### src/rtl/Types.sv
// Shared types for the rename stage: register-index widths, decode/rename
// instruction records, and the allocation predicate.
package Types;

   localparam int NUM_AREGS       = 32;
   localparam int NUM_PREGS       = 128;
   localparam int FREE_LIST_DEPTH = 96;

   localparam int AREG_W = $clog2(NUM_AREGS);
   localparam int PREG_W = $clog2(NUM_PREGS);
   localparam int CNT_W  = $clog2(FREE_LIST_DEPTH + 1);

   typedef logic [AREG_W-1:0] a_reg;
   typedef logic [PREG_W-1:0] p_reg;

   typedef struct packed {
      logic [31:0] immediate;
      logic [3:0]  ALUOp;
      logic        ALUSrc;
      logic        RegWrite;
      logic        MemRead;
      logic        MemWrite;
      logic        MemtoReg;
      a_reg        ARegAddrSrc0;
      a_reg        ARegAddrSrc1;
      a_reg        ARegAddrDst;
   } decode_struct;

   typedef struct packed {
      logic [31:0] immediate;
      logic [3:0]  ALUOp;
      logic        ALUSrc;
      logic        RegWrite;
      logic        MemRead;
      logic        MemWrite;
      logic        MemtoReg;
      p_reg        PRegAddrSrc0;
      p_reg        PRegAddrSrc1;
      p_reg        PRegAddrDst;
      p_reg        OldPRegAddrDst;
   } rename_struct;

   // Writes to x0 are architecturally discarded, so they never take a p-reg.
   function automatic logic needs_alloc(input decode_struct d);
      return d.RegWrite && (d.ARegAddrDst != '0);
   endfunction

endpackage

### src/rtl/free_list.sv
// Circular FIFO of free physical registers, seeded at reset with the
// p-regs not covered by the identity RAT mapping.
module free_list
   import Types::*;
#(
   parameter int DEPTH = FREE_LIST_DEPTH,
   parameter int BASE  = NUM_AREGS
) (
   input  logic             clk,
   input  logic             rst_n,
   input  logic             i_push,
   input  p_reg             i_push_preg,
   input  logic             i_pop,
   output p_reg             o_head,
   output logic [CNT_W-1:0] o_count
);

   localparam logic [CNT_W-1:0] L_FULL = CNT_W'(DEPTH);
   localparam logic [CNT_W-1:0] L_LAST = CNT_W'(DEPTH - 1);

   p_reg             r_mem [DEPTH];
   logic [CNT_W-1:0] r_head;
   logic [CNT_W-1:0] r_tail;
   logic [CNT_W-1:0] r_count;
   logic             w_push_ok;

   function automatic logic [CNT_W-1:0] next_ptr(input logic [CNT_W-1:0] p);
      return (p == L_LAST) ? '0 : p + CNT_W'(1);
   endfunction

   // A push into a full list is illegal; it is dropped rather than corrupting state.
   assign w_push_ok = i_push && (r_count != L_FULL);

   always_ff @(posedge clk or negedge rst_n) begin
      if (!rst_n) begin
         for (int i = 0; i < DEPTH; i++) r_mem[i] <= p_reg'(BASE + i);
         r_head  <= '0;
         r_tail  <= '0;
         r_count <= L_FULL;
      end else begin
         if (w_push_ok) begin
            r_mem[r_tail] <= i_push_preg;
            r_tail        <= next_ptr(r_tail);
         end
         if (i_pop) r_head <= next_ptr(r_head);
         case ({w_push_ok, i_pop})
            2'b10:   r_count <= r_count + CNT_W'(1);
            2'b01:   r_count <= r_count - CNT_W'(1);
            default: r_count <= r_count;
         endcase
      end
   end

   assign o_head  = r_mem[r_head];
   assign o_count = r_count;

   a_push_full: assert property (@(posedge clk) disable iff (!rst_n)
                                 !(i_push && (r_count == L_FULL)));
   a_pop_empty: assert property (@(posedge clk) disable iff (!rst_n)
                                 !(i_pop && (r_count == '0)));

endmodule

### src/rtl/rename_stage.sv
// Register rename stage: RAT lookup, destination allocation from the free
// list, and a one-entry registered output with valid/ready handshake.
module rename_stage
   import Types::*;
#(
   parameter int NUM_PREGS = Types::NUM_PREGS,
   parameter int NUM_AREGS = Types::NUM_AREGS
) (
   input  logic             clk,
   input  logic             rst_n,
   input  logic             in_valid,
   output logic             in_ready,
   input  decode_struct     in_decode,
   output logic             out_valid,
   input  logic             out_ready,
   output rename_struct     out_rename,
   input  logic             free_valid,
   input  p_reg             free_preg,
   output logic [CNT_W-1:0] free_count
);

   p_reg         r_rat [NUM_AREGS];
   logic         r_out_valid;
   rename_struct r_out;

   logic         w_alloc;
   logic         w_accept;
   logic         w_pop;
   p_reg         w_head;
   p_reg         w_src0;
   p_reg         w_src1;
   p_reg         w_old_dst;
   rename_struct w_next;

   assign w_alloc  = needs_alloc(in_decode);
   assign in_ready = (!r_out_valid || out_ready) && (!w_alloc || (free_count != '0));
   assign w_accept = in_valid && in_ready;
   assign w_pop    = w_accept && w_alloc;

   // x0 is forced to p0 on read so the mapping holds regardless of RAT contents.
   assign w_src0    = (in_decode.ARegAddrSrc0 == '0) ? '0 : r_rat[in_decode.ARegAddrSrc0];
   assign w_src1    = (in_decode.ARegAddrSrc1 == '0) ? '0 : r_rat[in_decode.ARegAddrSrc1];
   assign w_old_dst = (in_decode.ARegAddrDst  == '0) ? '0 : r_rat[in_decode.ARegAddrDst];

   always_comb begin
      w_next                = '0;
      w_next.immediate      = in_decode.immediate;
      w_next.ALUOp          = in_decode.ALUOp;
      w_next.ALUSrc         = in_decode.ALUSrc;
      w_next.RegWrite       = in_decode.RegWrite;
      w_next.MemRead        = in_decode.MemRead;
      w_next.MemWrite       = in_decode.MemWrite;
      w_next.MemtoReg       = in_decode.MemtoReg;
      w_next.PRegAddrSrc0   = w_src0;
      w_next.PRegAddrSrc1   = w_src1;
      w_next.PRegAddrDst    = w_alloc ? w_head    : '0;
      w_next.OldPRegAddrDst = w_alloc ? w_old_dst : '0;
   end

   always_ff @(posedge clk or negedge rst_n) begin
      if (!rst_n) begin
         for (int i = 0; i < NUM_AREGS; i++) r_rat[i] <= p_reg'(i);
      end else if (w_pop) begin
         r_rat[in_decode.ARegAddrDst] <= w_head;
      end
   end

   // Output register: load on accept, drain on consume, hold under backpressure.
   always_ff @(posedge clk or negedge rst_n) begin
      if (!rst_n) begin
         r_out_valid <= 1'b0;
         r_out       <= '0;
      end else if (w_accept) begin
         r_out_valid <= 1'b1;
         r_out       <= w_next;
      end else if (out_ready) begin
         r_out_valid <= 1'b0;
      end
   end

   assign out_valid  = r_out_valid;
   assign out_rename = r_out;

   free_list #(
      .DEPTH (NUM_PREGS - NUM_AREGS),
      .BASE  (NUM_AREGS)
   ) u_free_list (
      .clk         (clk),
      .rst_n       (rst_n),
      .i_push      (free_valid),
      .i_push_preg (free_preg),
      .i_pop       (w_pop),
      .o_head      (w_head),
      .o_count     (free_count)
   );

endmodule
### config.mk
export PLATFORM = sky130hd
export DESIGN_NAME = rename_stage
export DESIGN_NICKNAME = d
export VERILOG_FILES = /design/src/rtl/Types.sv /design/src/rtl/free_list.sv /design/src/rtl/rename_stage.sv
export SDC_FILE = /design/constraint.sdc
export NUM_CORES = 2
export LEC_CHECK = 0
export ABC_AREA = 1
export ABC_CLOCK_PERIOD_IN_PS = 4350
export BUFFER_PORTS_ARGS = -buffer_cell sky130_fd_sc_hd__buf_2
export CAP_MARGIN = 20
export CORE_ASPECT_RATIO = 1.75
export CORE_MARGIN = 3
export CORE_UTILIZATION = 35
export CTS_CLUSTER_DIAMETER = 150
export DETAILED_ROUTE_END_ITERATION = 10
export GPL_TIMING_DRIVEN = 0
export PLACE_DENSITY = 0.5
export SETUP_SLACK_MARGIN = 0.5
export SYNTH_ARGS = -nofsm -noshare
export SYNTH_HDL_FRONTEND = slang
export SYNTH_SLANG_ARGS = --single-unit
### constraint.sdc
create_clock -name clk -period 4.35 [get_ports clk]
set_clock_uncertainty 0.2 [all_clocks]
set_input_delay 0.87 -clock clk [delete_from_list [all_inputs] [get_ports clk]]
set_output_delay 0.87 -clock clk [all_outputs]
set_load 0.05 [all_outputs]
* Word level (Yosys, flattened, before mapping) *
Index checks and enable logic that the tools add are counted.

operators by class
  add/sub/neg operators = 4
  magnitude comparators = 7
  equality and inequality tests = 5
  muxes and demuxes = 28
  bitwise gates (word level) = 5
  reduce and logical (&&, ||, !) cells = 18

operators by type and width
  cell                                                                          number
  672-bit bitwise mux                                                           1
  224-bit bitwise mux                                                           1
  7-bit 2-to-1 mux                                                              17
  7-bit binary-select mux with 5-bit select                                     3
  7-bit binary-select mux with 7-bit select                                     1
  7-bit demux with 7-bit select                                                 1
  7-bit demux with 5-bit select                                                 1
  7-bit by 1-bit adder with 7-bit output, second input constant                 3
  6-bit >= comparator, second input constant                                    3
  5-bit NOT with 6-bit output                                                   3
  8-bit >= comparator, second input constant                                    2
  7-bit NOT with 8-bit output                                                   2
  5-bit zero test                                                               3
  7-bit == test, second input constant                                          2
  7-bit one-hot mux with 2 select lines                                         1
  8-bit by 1-bit less-than comparator with 1-bit output, second input constant  1
  1-bit logical AND                                                             7
  7-bit inequality test, second input constant                                  1
  7-bit nonzero test                                                            1
  7-bit by 1-bit subtractor with 7-bit output, second input constant            1
  6-bit by 1-bit less-than comparator with 1-bit output, second input constant  1
  5-bit nonzero test                                                            1
  2-bit nonzero test                                                            2
  2-bit by 1-bit == test with 1-bit output, second input constant               1
  other kinds (4)                                                               7

word-level totals
  flip-flop bits (word level) = 987
  output and inout bits = 78
  logic and storage cells = 210

* Longest topological paths before layout *
  depth in word-level cells = 9
  gate-level depth with buffers = 23

* Cells and area by module *
A second synthesis with hierarchy kept.

second synthesis, totals
  cells, all modules = 7460
  area, all modules = 54250.8 µm²

modules (own cells, without submodules)
  module        instances  cells an instance  area an instance (µm²)  sequential area each (µm²)
  free_list     1          4327               34997.3                 17804.6
  rename_stage  1          3133               19253.5                 7457.2

* Worst setup path before layout *
OpenSTA, ideal clock, no wires.

  path kind = input-to-reg
  from = in in_decode[2] in the netlist's numbering
  to = reg u_free_list.r_count[6], in the netlist u_free_list.o_count[6]
  arrival = 3.627 ns
  data required time = 4.089 ns
  setup slack = 0.462 ns
  stages on the path = 20
  cell sequence = nor3_1 nand2_1 nand2_1 o21a_2 nand2_2 inv_2 nand2_4 inv_1 buf_2 ha_1 clkbuf_1 xor2_1 ha_1 inv_1 nand2_1 nand3_1 o2111ai_1 xor2_1 nand2_1 nand2_1

between the ends
  longest elaborated chain between the ends = 9
  elaborated cells between the ends (all ways) = 11

ends and longest elaborated chain
  element                                                                      line                RTL
  from (decl)                                                                  rename_stage.sv:13  input decode_struct in_decode,
  5-bit nonzero test (*)                                                       Types.sv:45         return d.RegWrite && (d.ARegAddrDst != '0);
  1-bit logical AND (*)                                                        Types.sv:45
  1-bit zero test (*)                                                          rename_stage.sv:36  assign in_ready = (!r_out_valid || out_ready) && (!w_alloc || (free_count != '0));
  1-bit logical OR (*)                                                         rename_stage.sv:36
  1-bit logical AND (*)                                                        rename_stage.sv:36
  net in_ready                                                                 rename_stage.sv:12  output logic in_ready,
  1-bit logical AND (*)                                                        rename_stage.sv:37  assign w_accept = in_valid && in_ready;
  1-bit logical AND (*)                                                        rename_stage.sv:38  assign w_pop = w_accept && w_alloc;
  net u_free_list.i_pop                                                        free_list.sv:13     input logic i_pop,
  2-bit by 1-bit == test with 1-bit output or 2-bit == test (tied branches)    free_list.sv:46     case ({w_push_ok, i_pop})
  7-bit one-hot mux with 2 select lines or 2-bit nonzero test (tied branches)  n/a
  to (signal assigned)                                                         free_list.sv:47     2'b10: r_count <= r_count + CNT_W'(1);
  to (signal assigned)                                                         free_list.sv:48     2'b01: r_count <= r_count - CNT_W'(1);
  to (signal assigned)                                                         free_list.sv:49     default: r_count <= r_count;
  to (decl)                                                                    free_list.sv:24     logic [CNT_W-1:0] r_count;

Mark *: on every way through the listed nets, which the timed path passes. The rest lies on a longest branch.
A chain may end at the register's enable or synchronous reset.

* Worst setup path after layout *
  from = in in_decode[5] in the netlist's numbering
  to = reg r_out (netlist bit out_rename[14])

between the ends
  longest elaborated chain between the ends = 5
  elaborated cells between the ends (all ways) = 6

ends and longest elaborated chain
  element                                               line                RTL
  5-bit NOT with 6-bit output (implied by the code)     rename_stage.sv:42  assign w_src1 = (in_decode.ARegAddrSrc1 == '0) ? '0 : r_rat[in_decode.ARegAddrSrc1];
  7-bit binary-select mux with 5-bit select             rename_stage.sv:42
  7-bit 2-to-1 mux (implied by the code) (2 in series)  rename_stage.sv:42
  7-bit 2-to-1 mux (*)                                  rename_stage.sv:42
  to (signal assigned)                                  rename_stage.sv:75  r_out <= w_next;
  to (decl)                                             rename_stage.sv:24  rename_struct r_out;

Every way passes the cells marked *; elsewhere a longest branch is shown, timed or not. The select of a mux whose other input is x is not followed.

==> PnR_summary.wiki <==
{| class="wikitable"
! Metric !! Value
|-
| Total clock sinks || 987
|-
| Fin nets || 7075
|-
| Number of enable flip-flop cells after synthesis || 0
|-
| Power density normalized to cell area || 675.6 mW/mm²
|-
| Clk Tree Root Cell || clkbuf_16
|-
| Vertical extent of the die || 508.0 µm
|-
| Count of final hold-check violations || 0
|-
| Tightest Hold Check Type || in -> reg
|-
| Fin cells || 8949
|-
| Post-DP HPWL || 208100 µm
|-
| Async set-or-reset flop fraction in the synthesized netlist || 1.000
|-
| Clock network power share || 0.241
|-
| Insertion delay to the later sink of the worst-skew pair || 0.73 ns
|-
| Placed Cells incl. Taps || 8732
|-
| Worst setup slack after placement || -1.144 ns
|-
| TritonCTS buffer count || 101
|-
| Antenna violations before repair || 10
|-
| Worst reg-to-reg path cell count || 13
|-
| Starting density of the core || 0.3533
|-
| Internal cell power || 0.02118 W
|-
| Routed via count divided by cell count || 5.421
|-
| Cell type with the highest aggregate area in the netlist || dfrtp_1
|-
| Worst-path maximum fanout || 10
|-
| Final routed wirelength across all metal layers || 271400 µm
|-
| WHS Endpoint || out_rename[55]
|-
| Largest net degree at the start of global routing || 163
|-
| Yosys warnings || 0
|-
| Switching part of the total power || 0.4584
|-
| Detailed Routing Iterations Pass 1 || 8
|-
| Achievable clock frequency || 247.8 MHz
|-
| Post-layout min period || 4.036 ns
|-
| Final Max Slew Viols || 0
|-
| Reg2reg end || r_rat[109]
|-
| Global-route wire length before repair || 375000 µm
|-
| RSZ-0062 raised after global routing || yes
|-
| Layout cell share with drive strength beyond 1 || 0.1508
|-
| Avg Synthesized Cell Area || 7.514 µm²
|-
| Critical Setup Path Class || in -> reg
|-
| Total number of placement rows || 183
|-
| Sequential-to-total area share from yosys stat || 0.5013
|-
| Vias in the first global route || 48250
|-
| Area share of the largest cell type after synthesis || 0.2667
|-
| Post-route total power || 0.03912 W
|-
| DRT antenna net count || 0
|-
| Required time of the critical path || 4.75 ns
|-
| Number of instances on the worst hold path || 3
|-
| IR drop worst, VDD || 0.3962 mV
|-
| Routed len/inst || 30.32 µm
|-
| TritonCTS clock tree || yes
|-
| Detailed router's first-iteration violation count || 4004
|-
| Most used flip-flop cell after synthesis || dfrtp_1
|-
| Run status || completed
|-
| DRC viols || 0
|-
| Synthesized netlist net count || 6781
|-
| Horizontal die dimension || 292.8 µm
|-
| Count of buffers from port buffering || 142
|-
| Period Utilization, post-route || 0.9279
|-
| Number of unique standard cell types used by synthesis || 42
|-
| PnR worst setup slack || 0.3138 ns
|-
| DIE AREA || 0.1488 mm²
|-
| Buffer levels on the longest clock path || 3
|-
| Number of max-capacitance violations reported || 0
|-
| Total grt overflow || 0
|-
| Cell count after synthesis || 6707
|-
| CTS clock-pin slew for the worst setup and hold paths || 0.06 ns
|-
| Switching power total || 0.01793 W
|-
| Placer Congestion || 1.037
|-
| Main area contributors after synthesis || dfrtp_1 27%, dfstp_2 23%, nand2_1 20%, o21ai_0 9.1%, nand3_1 3.7%
|-
| Worst setup SP type || input port
|-
| Register bit count reported by yosys || 987
|-
| Crit. End Element || register
|-
| Cell Area, Synth || 0.05039 mm²
|-
| Start point of the worst hold path || in_decode[42]
|-
| Worst flop-to-flop path startpoint || u_free_list.r_head[0]
|-
| Actual transition at the worst max-transition pin || 1.289 ns
|-
| Overall routing resource usage || 0.3607
|-
| WHS || 0.1352 ns
|-
| Via count || 48510
|-
| H-tree depth || 3
|-
| Static Leak || 25.86 nW
|-
| Area growth from synthesis to layout || 14.89%
|-
| Worst-case register-to-register setup slack || 0.51 ns
|-
| Fraction of power consumed by combinational cells || 0.414
|-
| Arrival time of the worst setup path || 4.43 ns
|-
| Worst slew margin relative to its limit || 0.1406
|-
| Fraction of power consumed by sequential logic || 0.346
|-
| Setup violations, final || 0
|-
| Core Box Area || 0.1426 mm²
|-
| IO Count || 146
|}
## layout by cell type, fill, tap and decap left out, types with 7 or more instances in the layout
cell,synthesis,layout
o2111ai_1,57,56
nor2_1,261,259
o22ai_1,30,30
clkbuf_16,0,104
a21o_1,9,9
buf_6,13,15
dfrtp_1,537,534
clkbuf_1,262,274
clkbuf_8,0,25
inv_1,441,440
a22oi_1,78,78
o21ai_1,90,91
buf_2,110,248
buf_8,0,18
clkinv_2,0,17
nand2_2,8,7
bufinv_16,0,9
nand3_1,376,376
o21ai_0,918,917
diode_2,0,9
buf_16,0,12
buf_1,22,18
inv_2,40,39
clkbuf_2,1,18
nor3_1,13,13
o211ai_1,48,48
dfstp_2,450,450
clkinv_1,7,7
nand2_1,2665,2665
a21oi_1,161,161
buf_4,48,59
o221ai_1,20,20
## state kept, by name, summed over array words and instances (netlist names)
register	count
out_rename	69
out_valid	1
r_rat	224
u_free_list.o_count	7
u_free_list.r_head	7
u_free_list.r_mem	672
u_free_list.r_tail	7
## Yosys cell counts, types with 8 or more instances
cell type / number
a21o_1: 9
a21oi_1: 161
a22oi_1: 78
buf_1: 22
buf_2: 110
buf_4: 48
buf_6: 13
clkbuf_1: 262
dfrtp_1: 537
dfstp_2: 450
inv_1: 441
inv_2: 40
nand2_1: 2665
nand2_2: 8
nand3_1: 376
nor2_1: 261
nor3_1: 13
o2111ai_1: 57
o211ai_1: 48
o21ai_0: 918
o21ai_1: 90
o221ai_1: 20
o22ai_1: 30
## per-stage QoR
step                      TNS [ns]  utilization  cell area (µm²)
after floorplan                  0            -            50400
after global placement           -       0.3745            53430
after detailed placement    -51.44       0.3790            54070
after CTS                        0       0.4042            57660
after global routing             0       0.4057            57880
final                            0       0.4059            57900
## final cells by class
class	instances	area, µm²
well taps	1850	2315
flip-flops and latches	987	25270
diodes	9	22.52
clock inverters	37	491.7
clock buffers	155	3023
inverters	488	1838
multi-input cells	4776	21230
fillers	15150	84750
repair buffers	191	1546
plain buffers	456	2167
## power groups by stage
stage | logic, W | clock network [W] | registers [W]
floorplan | 0.00817 | 0 | 0.0136
global placement | 0.0159 | 0 | 0.0136
detailed placement | 0.0160 | 0 | 0.0136
CTS | 0.0161 | 0.00959 | 0.0135
global route | 0.0172 | 0.00993 | 0.0137
finish | 0.0162 | 0.00941 | 0.0135
## cell families (layout without fill, tap and decap cells)
| kind of cell | after synthesis | in the layout | synth area share |
|---|---|---|---|
| compound gates | 1419 | 1419 | 0.1546 |
| xor+xnor | 11 | 11 | 0.001912 |
| fa+ha+maj | 6 | 6 | 0.001490 |
| buf+inv | 944 | 1327 | 0.07858 |
| flops | 987 | 987 | 0.5013 |
| other cells | 0 | 9 | 0 |
| simple gates | 3340 | 3340 | 0.2622 |
## worst max-delay path, cell delays in order
cell and delay, ns:
buf_2 0.18, clkbuf_1 0.35, clkdlybuf4s15_1 0.88, a21oi_1 0.14, o21ai_0 0.11, nand3_1 0.61, o2111ai_1 0.62, nand3_1 0.32
nand3_1 0.25, nand2_1 0.07
## layer usage
layer	vias to the layer above	global-route usage	part of all wire
li1	22230	-	-
met1	23640	0.3310	0.31
met2	1778	0.6491	0.51
met3	855	0.05407	0.045
met4	8	0.3910	0.13
met5	-	0	0.00027
## what timing repair did
item	CTS	global route
resized for setup	13	35
pin swaps	1	4
setup endpoints to repair	152	156
gates cloned	0	1
buffers inserted	3	9
endpoints found under the hold margin	51	0
hold buffers	1	0
## how the worst max path moves through the flow
| stage | startpoint | end |
|---|---|---|
| after floorplan | in_decode[2] | u_free_list.o_count[6] |
| after global placement | rst_n | u_free_list.r_mem[564] |
| after detailed placement | in_decode[0] | u_free_list.o_count[6] |
| after CTS | in_decode[0] | r_rat[74] |
| after global routing | u_free_list.o_count[1] | u_free_list.o_count[5] |
| final | in_decode[5] | out_rename[14] |
(Power assumes the default switching activity.)
